File: src/rtl/comparador_serie_di.sv
// Serial magnitude comparator: resolves DIGITS_PER_CYCLE bits per clock, LSB chunk first.
// Optional SIGNED_CMP_EN treats operands as two's complement (MSB inverted at latch).
module comparador_serie_di #(
  parameter int WIDTH            = 8,
  parameter int DIGITS_PER_CYCLE = 1
) (
  input  logic             clk,
  input  logic             rst_n,
  input  logic             start,
  input  logic [WIDTH-1:0] A,
  input  logic [WIDTH-1:0] B,
  input  logic [1:0]       mode,
  output logic             busy,
  output logic             done,
  output logic             result,
  output logic [1:0]       rel
);

  localparam int N  = WIDTH / DIGITS_PER_CYCLE;
  localparam int CW = (N > 1) ? $clog2(N) : 1;

  generate
    if (WIDTH < 2 || (WIDTH % DIGITS_PER_CYCLE) != 0) begin : g_bad_params
      $error("comparador_serie_di: WIDTH must be >=2 and divisible by DIGITS_PER_CYCLE");
    end
  endgenerate

  typedef enum logic [1:0] {S_IDLE, S_RUN, S_DONE} state_t;
  typedef enum logic [1:0] {REL_EQ = 2'b00, REL_LT = 2'b01, REL_GT = 2'b10} rel_t;

  state_t           r_state, w_state_nxt;
  rel_t             r_rel, w_rel_nxt;
  logic [WIDTH-1:0] r_a, r_b, w_a_in, w_b_in;
  logic [1:0]       r_mode;
  logic             r_result, w_result_nxt;
  logic [CW-1:0]    r_cnt;
  logic             w_last;

`ifdef SIGNED_CMP_EN
  // Flipping the sign bit maps two's complement order onto unsigned order.
  assign w_a_in = {~A[WIDTH-1], A[WIDTH-2:0]};
  assign w_b_in = {~B[WIDTH-1], B[WIDTH-2:0]};
`else
  assign w_a_in = A;
  assign w_b_in = B;
`endif

  assign w_last = (r_cnt == CW'(N - 1));

  // Operands shift right each cycle, so the current chunk is always at bit 0.
  always_comb begin
    w_rel_nxt = r_rel;
    for (int unsigned i = 0; i < DIGITS_PER_CYCLE; i++) begin
      if (r_a[i] < r_b[i])      w_rel_nxt = REL_LT;
      else if (r_a[i] > r_b[i]) w_rel_nxt = REL_GT;
    end
  end

  always_comb begin
    w_result_nxt = 1'b0;
    case (r_mode)
      2'b00:   w_result_nxt = (w_rel_nxt != REL_GT);
      2'b01:   w_result_nxt = (w_rel_nxt == REL_LT);
      2'b10:   w_result_nxt = (w_rel_nxt == REL_EQ);
      default: w_result_nxt = (w_rel_nxt == REL_GT);
    endcase
  end

  always_ff @(posedge clk or negedge rst_n) begin
    if (!rst_n) r_state <= S_IDLE;
    else        r_state <= w_state_nxt;
  end

  always_comb begin
    w_state_nxt = r_state;
    case (r_state)
      S_IDLE:  if (start)  w_state_nxt = S_RUN;
      S_RUN:   if (w_last) w_state_nxt = S_DONE;
      S_DONE:  w_state_nxt = S_IDLE;
      default: w_state_nxt = S_IDLE;
    endcase
  end

  always_ff @(posedge clk or negedge rst_n) begin
    if (!rst_n) begin
      r_a      <= '0;
      r_b      <= '0;
      r_mode   <= '0;
      r_rel    <= REL_EQ;
      r_result <= 1'b0;
      r_cnt    <= '0;
    end else begin
      case (r_state)
        S_IDLE: begin
          if (start) begin
            r_a    <= w_a_in;
            r_b    <= w_b_in;
            r_mode <= mode;
            r_rel  <= REL_EQ;
            r_cnt  <= '0;
          end
        end
        S_RUN: begin
          r_a   <= r_a >> DIGITS_PER_CYCLE;
          r_b   <= r_b >> DIGITS_PER_CYCLE;
          r_rel <= w_rel_nxt;
          r_cnt <= w_last ? '0 : r_cnt + CW'(1);
          if (w_last) r_result <= w_result_nxt;
        end
        default: ;
      endcase
    end
  end

  always_comb begin
    busy   = (r_state != S_IDLE);
    done   = (r_state == S_DONE);
    result = r_result;
    rel    = r_rel;
  end

endmodule

File: config.mk
export PLATFORM = sky130hd
export DESIGN_NAME = comparador_serie_di
export DESIGN_NICKNAME = d
export VERILOG_FILES = /design/src/rtl/comparador_serie_di.sv
export SDC_FILE = /design/constraint.sdc
export NUM_CORES = 1
export LEC_CHECK = 0
export ABC_AREA = 1
export CORE_ASPECT_RATIO = 1.4
export CORE_MARGIN = 8
export CORE_UTILIZATION = 24
export DETAILED_ROUTE_END_ITERATION = 8
export PLACE_DENSITY = 0.39
export SYNTH_ARGS = -nofsm -noshare
export SYNTH_HDL_FRONTEND = slang
export SYNTH_SLANG_ARGS = --single-unit
File: constraint.sdc
create_clock -name clk -period 3 [get_ports clk]
set_input_delay 0.6 -clock clk [delete_from_list [all_inputs] [get_ports clk]]
set_output_delay 0.6 -clock clk [all_outputs]
set_load 0.02 [all_outputs]
==> results of run 1 <==
synth_stat cells (all sizes together):
cell type	instances
nand3	8
nor2	14
nor3	8
nand2	53
mux2	1
buf	5
a22o	2
a21oi	1
inv	20
a211oi	8
dfrtp	26
ha	4
o21ai	10
worst max path at each step:
| stage | start | endpoint | slack [ps] |
|---|---|---|---|
| 2_1_floorplan | r_a[0] | result | 1630 |
| 5_1_grt | r_state[1] | done | 860 |
| 3_3_place_gp | start | r_cnt[1] | 1120 |
| 4_1_cts | r_state[0] | busy | 910 |
| 6_report | r_state[0] | busy | 930 |
| 3_5_place_dp | start | r_b[6] | 1050 |
state kept, by name (all words and copies together), names as in the netlist:
signal	flops
r_mode	2
r_cnt	3
rel	2
r_b	8
r_state	2
result	1
r_a	8
metrics by stage:
stage          instances  cell area [sq um]  utilization [%]  setup WS (ps)  hold WS, ps
2_1_floorplan        160               1329                -           1635        304.4
3_3_place_gp         249               1632            29.96           1120        465.6
6_report             253               1687            30.97          930.1        482.0
3_5_place_dp         249               1632            29.96           1046        465.2
5_1_grt              253               1687            30.97          859.5        509.9
4_1_cts              253               1687            30.97          907.2        488.0
routing by layer:
layer,up-vias,wire (microns),GRT usage [%]
met5,-,0,0
met3,2,131,1.990
met1,529,1450,9.629
met4,0,29,3.191
li1,559,-,-
met2,16,1646,14.56
where the power goes:
group | switching [mW] | total, mW | internal, mW | leakage [nW]
Combinational | 0.573 | 0.914 | 0.341 | 0.457
Sequential | 0.0871 | 0.606 | 0.519 | 0.318
Clock | 0.115 | 0.232 | 0.117 | 0.0288
final cells by class:
class | count | area [sq um] | area share, %
Inverter | 20 | 77.57 | 4.599
Multi-Input combinational cell | 109 | 560.5 | 33.23
Tap cell | 68 | 85.08 | 5.045
Clock buffer | 4 | 55.05 | 3.264
Sequential cell | 26 | 650.6 | 38.58
Timing Repair Buffer | 26 | 257.7 | 15.28
cell families after synthesis:
logic type | Yosys count | synth area share [%]
AO/OA/AOI/OAI | 21 | 10.36
adder cells (fa/ha/maj) | 4 | 3.767
buffers and inverters | 25 | 8.851
flip-flops | 26 | 48.96
multiplexers | 1 | 0.8474
AND/OR/NAND/NOR | 83 | 27.21
worst max-delay path, delay by kind of cell, from the launching register on:
family / cells / cell delay (ps)
buffers and inverters: 2 / 580
flip-flops: 1 / 430
AND/OR/NAND/NOR: 1 / 180
==> results_dict.tcl, run 1 <==
set metrics [dict create \
    diodes 0 \
    report.final.hold_viol_count 0 \
    synth_top_cell_area_share_pct 48.96 \
    insertion_delay_ps 270 \
    fin_nets 211 \
    period_minus_slack_ps 2070 \
    tightest_slew_ps 483.2 \
    seq_area_frac_synth_pct 48.96 \
    wl_microns 3258 \
    r2r_slack_ps 1440 \
    first_pass_iters 4 \
    cts.path.max_buffers 2 \
    htreeDepth 1 \
    post-synth-top-area-cell "dfrtp_1" \
    drc 0 \
    fin_tns_setup_ps 0 \
    rsz0062_at_grt "false" \
    cts_hold_buf 0 \
    gp_congestion 0.7445 \
    grt_use_total_pct 8.429 \
    vias 1106 \
    grt_max_degree 27 \
    r2r_start "r_state[1]" \
    cp_cell_sequence "nor2_4, inv_1, clkdlybuf4s50_1" \
    fillCellCount 608 \
    yosys_warnings 0 \
    die_h_microns 104.0 \
    critPathRequiredTime_ps 2400 \
    most-common-layout-cells "nand2_1, dfrtp_1, clkdlybuf4s50_1, inv_1, nor2_1" \
    holdCritStartpoint "r_b[7]" \
    dpl.hpwl_microns 2439 \
    antenna_found_initial 0 \
    fp.dieW_microns 78.89 \
    slowest_delay_ps 530 \
    holdCritPathClass "reg -> reg" \
    cts_inserted_buffers 3 \
    synth_nets 185 \
    min_path_cells 2 \
    routed_via_density 4.372 \
    drive_above_1_share_pct 7.568 \
    fmaxAchievable_mhz 483.1 \
    reg2reg_depth 5 \
    detail_route.wl_per_cell_microns 12.88 \
    synthToLayoutAreaGrowth_pct 26.93 \
    drt_iter0_markers 21 \
    tritoncts "done" \
    worst_setup_path_end_kind "primary output" \
    vdd_drop_max_mv 0.3019 \
    status "completed" \
    ant_nets 0 \
    relSlewSlack_pct 67.67 \
    grt_pass1_wl_microns 5644 \
    total_power_mw 1.752 \
    crit_path_top_delay_cell "clkdlybuf4s50_1" \
    power_density_nw_per_um2 1039 \
    avgSynthCellArea_sq_um 8.305 \
    io_buffer_count 25 \
    postSynthCellCount 160 \
    ys_types 22 \
    finalCritPeriodShare_pct 69.00 \
    coreArea_sq_um 5445 \
    io_pins 26 \
    worstPathArrival_ps 1470 \
    setup_viol 0 \
    root_buffer "clkbuf_8" \
    cts_setup_buffers 0 \
    synth.area.top_cells "dfrtp_1, nand2_1, inv_1, a211oi_1, ha_1" \
    grt_overflow_total 0 \
    syn_area_sq_um 1329 \
    r2r_end "r_b[4]" \
    cts_resized 0 \
    cts_sinks 26 \
    num_rows 32 \
    hold_end "r_b[7]" \
    start_util_pct 24.40 \
    ys_seq_elements 26 \
    fin_worst_skew_ps 5.434 \
    die_area_sq_um 8207 \
    maxCapViolations 0 \
    worst-setup-path-type "reg -> out" \
    final_max_slew_viol_count 0 \
    leakagePower_nw 0.8036 \
    grt_pass1_vias 1220 \
    crit_path_max_fanout 4 \
    cp-start-kind "flip-flop" \
    clk_pin_slew_ps 100 \
    final_common_cell "nand2_1" \
]
No activity file was read; power rests on OpenSTA's default activity.
==> run 2, diff against run 1 <==
==> constraint.sdc (replaced) <==
create_clock -name clk -period 2.1 [get_ports clk]
set_input_delay 0.42 -clock clk [delete_from_list [all_inputs] [get_ports clk]]
set_output_delay 0.42 -clock clk [all_outputs]
set_load 0.02 [all_outputs]
==> results of run 2 <==
Same layout as run 1 (identical final DEF). Status: completed.
Among the figures that moved: final weighted congestion in routability-driven placement 0.7445 -> 0.7446; setup slack after placement 1046 ps -> 326.2 ps; setup slack after layout 930.1 ps -> 210.1 ps; register-to-register setup slack 1440 ps -> 540 ps; total power 1.752 mW -> 2.503 mW; worst IR drop on VDD 0.3019 mV -> 0.4313 mV
==> run 3, diff against run 2 <==
--- a/config.mk
+++ b/config.mk
@@ -6,7 +6,6 @@
 export NUM_CORES = 1
 export LEC_CHECK = 0
 export ABC_AREA = 1
-export CORE_ASPECT_RATIO = 1.4
 export CORE_MARGIN = 8
 export CORE_UTILIZATION = 24
 export DETAILED_ROUTE_END_ITERATION = 8
==> results_dict.tcl, run 3 (synthesis gave the netlist of run 1 again) <==
set metrics [dict create \
    ant_nets 0 \
    crit_path_top_delay_cell "clkdlybuf4s50_1" \
    fin_cells 257 \
    rsz0062_at_grt "false" \
    antenna_found_initial 0 \
    relSlewSlack_pct 68.10 \
    final_common_cell "nand2_1" \
    grt_pass1_vias 1132 \
    worst-setup-path-type "reg -> out" \
    multi_input_area_sq_um 560.5 \
    root_buffer "clkbuf_8" \
    coreArea_sq_um 5439 \
    placed_cells 253 \
    diodes 0 \
    drive_above_1_share_pct 7.568 \
    cts.path.max_buffers 2 \
    gp_congestion 0.7590 \
    synthToLayoutAreaGrowth_pct 28.53 \
    tightest_slew_ps 476.8 \
    die_h_microns 90.41 \
    final_cell_area_sq_um 1708 \
    maxCapViolations 0 \
    fillCellCount 582 \
    cts_setup_buffers 0 \
    final_max_slew_viol_count 0 \
    power_density_nw_per_um2 1513 \
    start_util_pct 24.43 \
    setup_viol 0 \
    cp_cell_sequence "inv_1, nor2_1, clkdlybuf4s50_1" \
    first_pass_iters 4 \
    drc 0 \
    vias 1083 \
    crit_path_max_fanout 2 \
    htreeDepth 1 \
    finalCritPeriodShare_pct 89.85 \
    critPathRequiredTime_ps 1680 \
    regArea_sq_um 650.6 \
    cts_inserted_buffers 3 \
    wl_microns 3202 \
    io_pins 26 \
    fin_tns_setup_ps 0 \
    leakagePower_nw 0.8105 \
    grt_overflow_total 0 \
    worstPathArrival_ps 1470 \
    fin_worst_skew_ps 7.061 \
    cts_resized 0 \
    clk_pin_slew_ps 90 \
    cp-start-kind "flip-flop" \
    final_util_pct 31.40 \
    reg_top3 "r_a: 8 flops, r_b: 8 flops, r_cnt: 3 flops" \
    slowest_delay_ps 610 \
    die_area_sq_um 8174 \
    insertion_delay_ps 270 \
    tritoncts "done" \
    place_area_sq_um 1637 \
    drt_iter0_markers 32 \
    critPathBufInv 2 \
    fin_nets 211 \
    grt_max_degree 27 \
    fp.dieW_microns 90.41 \
    report.final.hold_viol_count 0 \
    routed_via_density 4.214 \
    grt_pass1_wl_microns 5671 \
    vdd_drop_max_mv 0.4832 \
    status "completed" \
    cts_sinks 26 \
    num_rows 27 \
    worst_setup_path_end_kind "primary output" \
    io_buffer_count 25 \
    cts_hold_buf 0 \
    most-common-layout-cells "nand2_1, dfrtp_1, clkdlybuf4s50_1, inv_1, nor2_1" \
    detail_route.wl_per_cell_microns 12.46 \
    grt_use_total_pct 8.465 \
    fmaxAchievable_mhz 530.0 \
    crit_family "buffers and inverters" \
    holdCritPathClass "reg -> reg" \
    period_minus_slack_ps 1887 \
    dpl.hpwl_microns 2319 \
]
-- run 3: worst register-to-register path: cells and delay by family, from the launching register on --
family,cells,cell delay [ps]
AO/OA/AOI/OAI,1,70
AND/OR/NAND/NOR,2,630
buffers and inverters,2,330
flip-flops,1,410
-- run 3: where the power goes --
group	internal [mW]	switching, mW	total [mW]
Sequential	0.741	0.129	0.870
Clock	0.255	0.160	0.415
Combinational	0.487	0.812	1.30
Total	1.48	1.10	2.58
-- run 3: layout make-up --
type / count / area share, %
clock buffers: 3 / 2.418
clock inverters: 1 / 1.758
inverters: 20 / 4.542
multi-input cells: 109 / 32.82
flip-flops and latches: 26 / 38.10
well taps: 72 / 5.275
repair buffers: 26 / 15.09
-- run 3: final timing paths --
path,start,to,slack [ps],cells after the start
max,r_state[1],done,210,3
min,r_b[1],r_b[1],490,2
max reg2reg,r_state[1],r_a[4],540,5
min reg2reg,r_b[1],r_b[1],490,2
max in group asynchronous,rst_n,rel[1],1330,2
min in group asynchronous,rst_n,r_a[6],510,2
-- run 3: layer usage --
metal  vias to the layer above  part of all wire (%)  GRT usage (%)
li1                        556                     -              -
met1                       504                    47          10.73
met2                        19                    47          13.44
met3                         4                   4.4          2.078
met4                         0                   1.3          3.329
met5                         -                     0              0
-- run 3: metrics by stage --
step	power [mW]	worst slack (ps)	hold slack, ps
2_1_floorplan	1.870	734.6	124.4
3_3_place_gp	2.166	403.2	467.5
3_5_place_dp	2.199	332.6	465.6
4_1_cts	2.629	193.8	490.2
5_1_grt	2.884	131.4	515.7
6_report	2.584	213.2	485.0
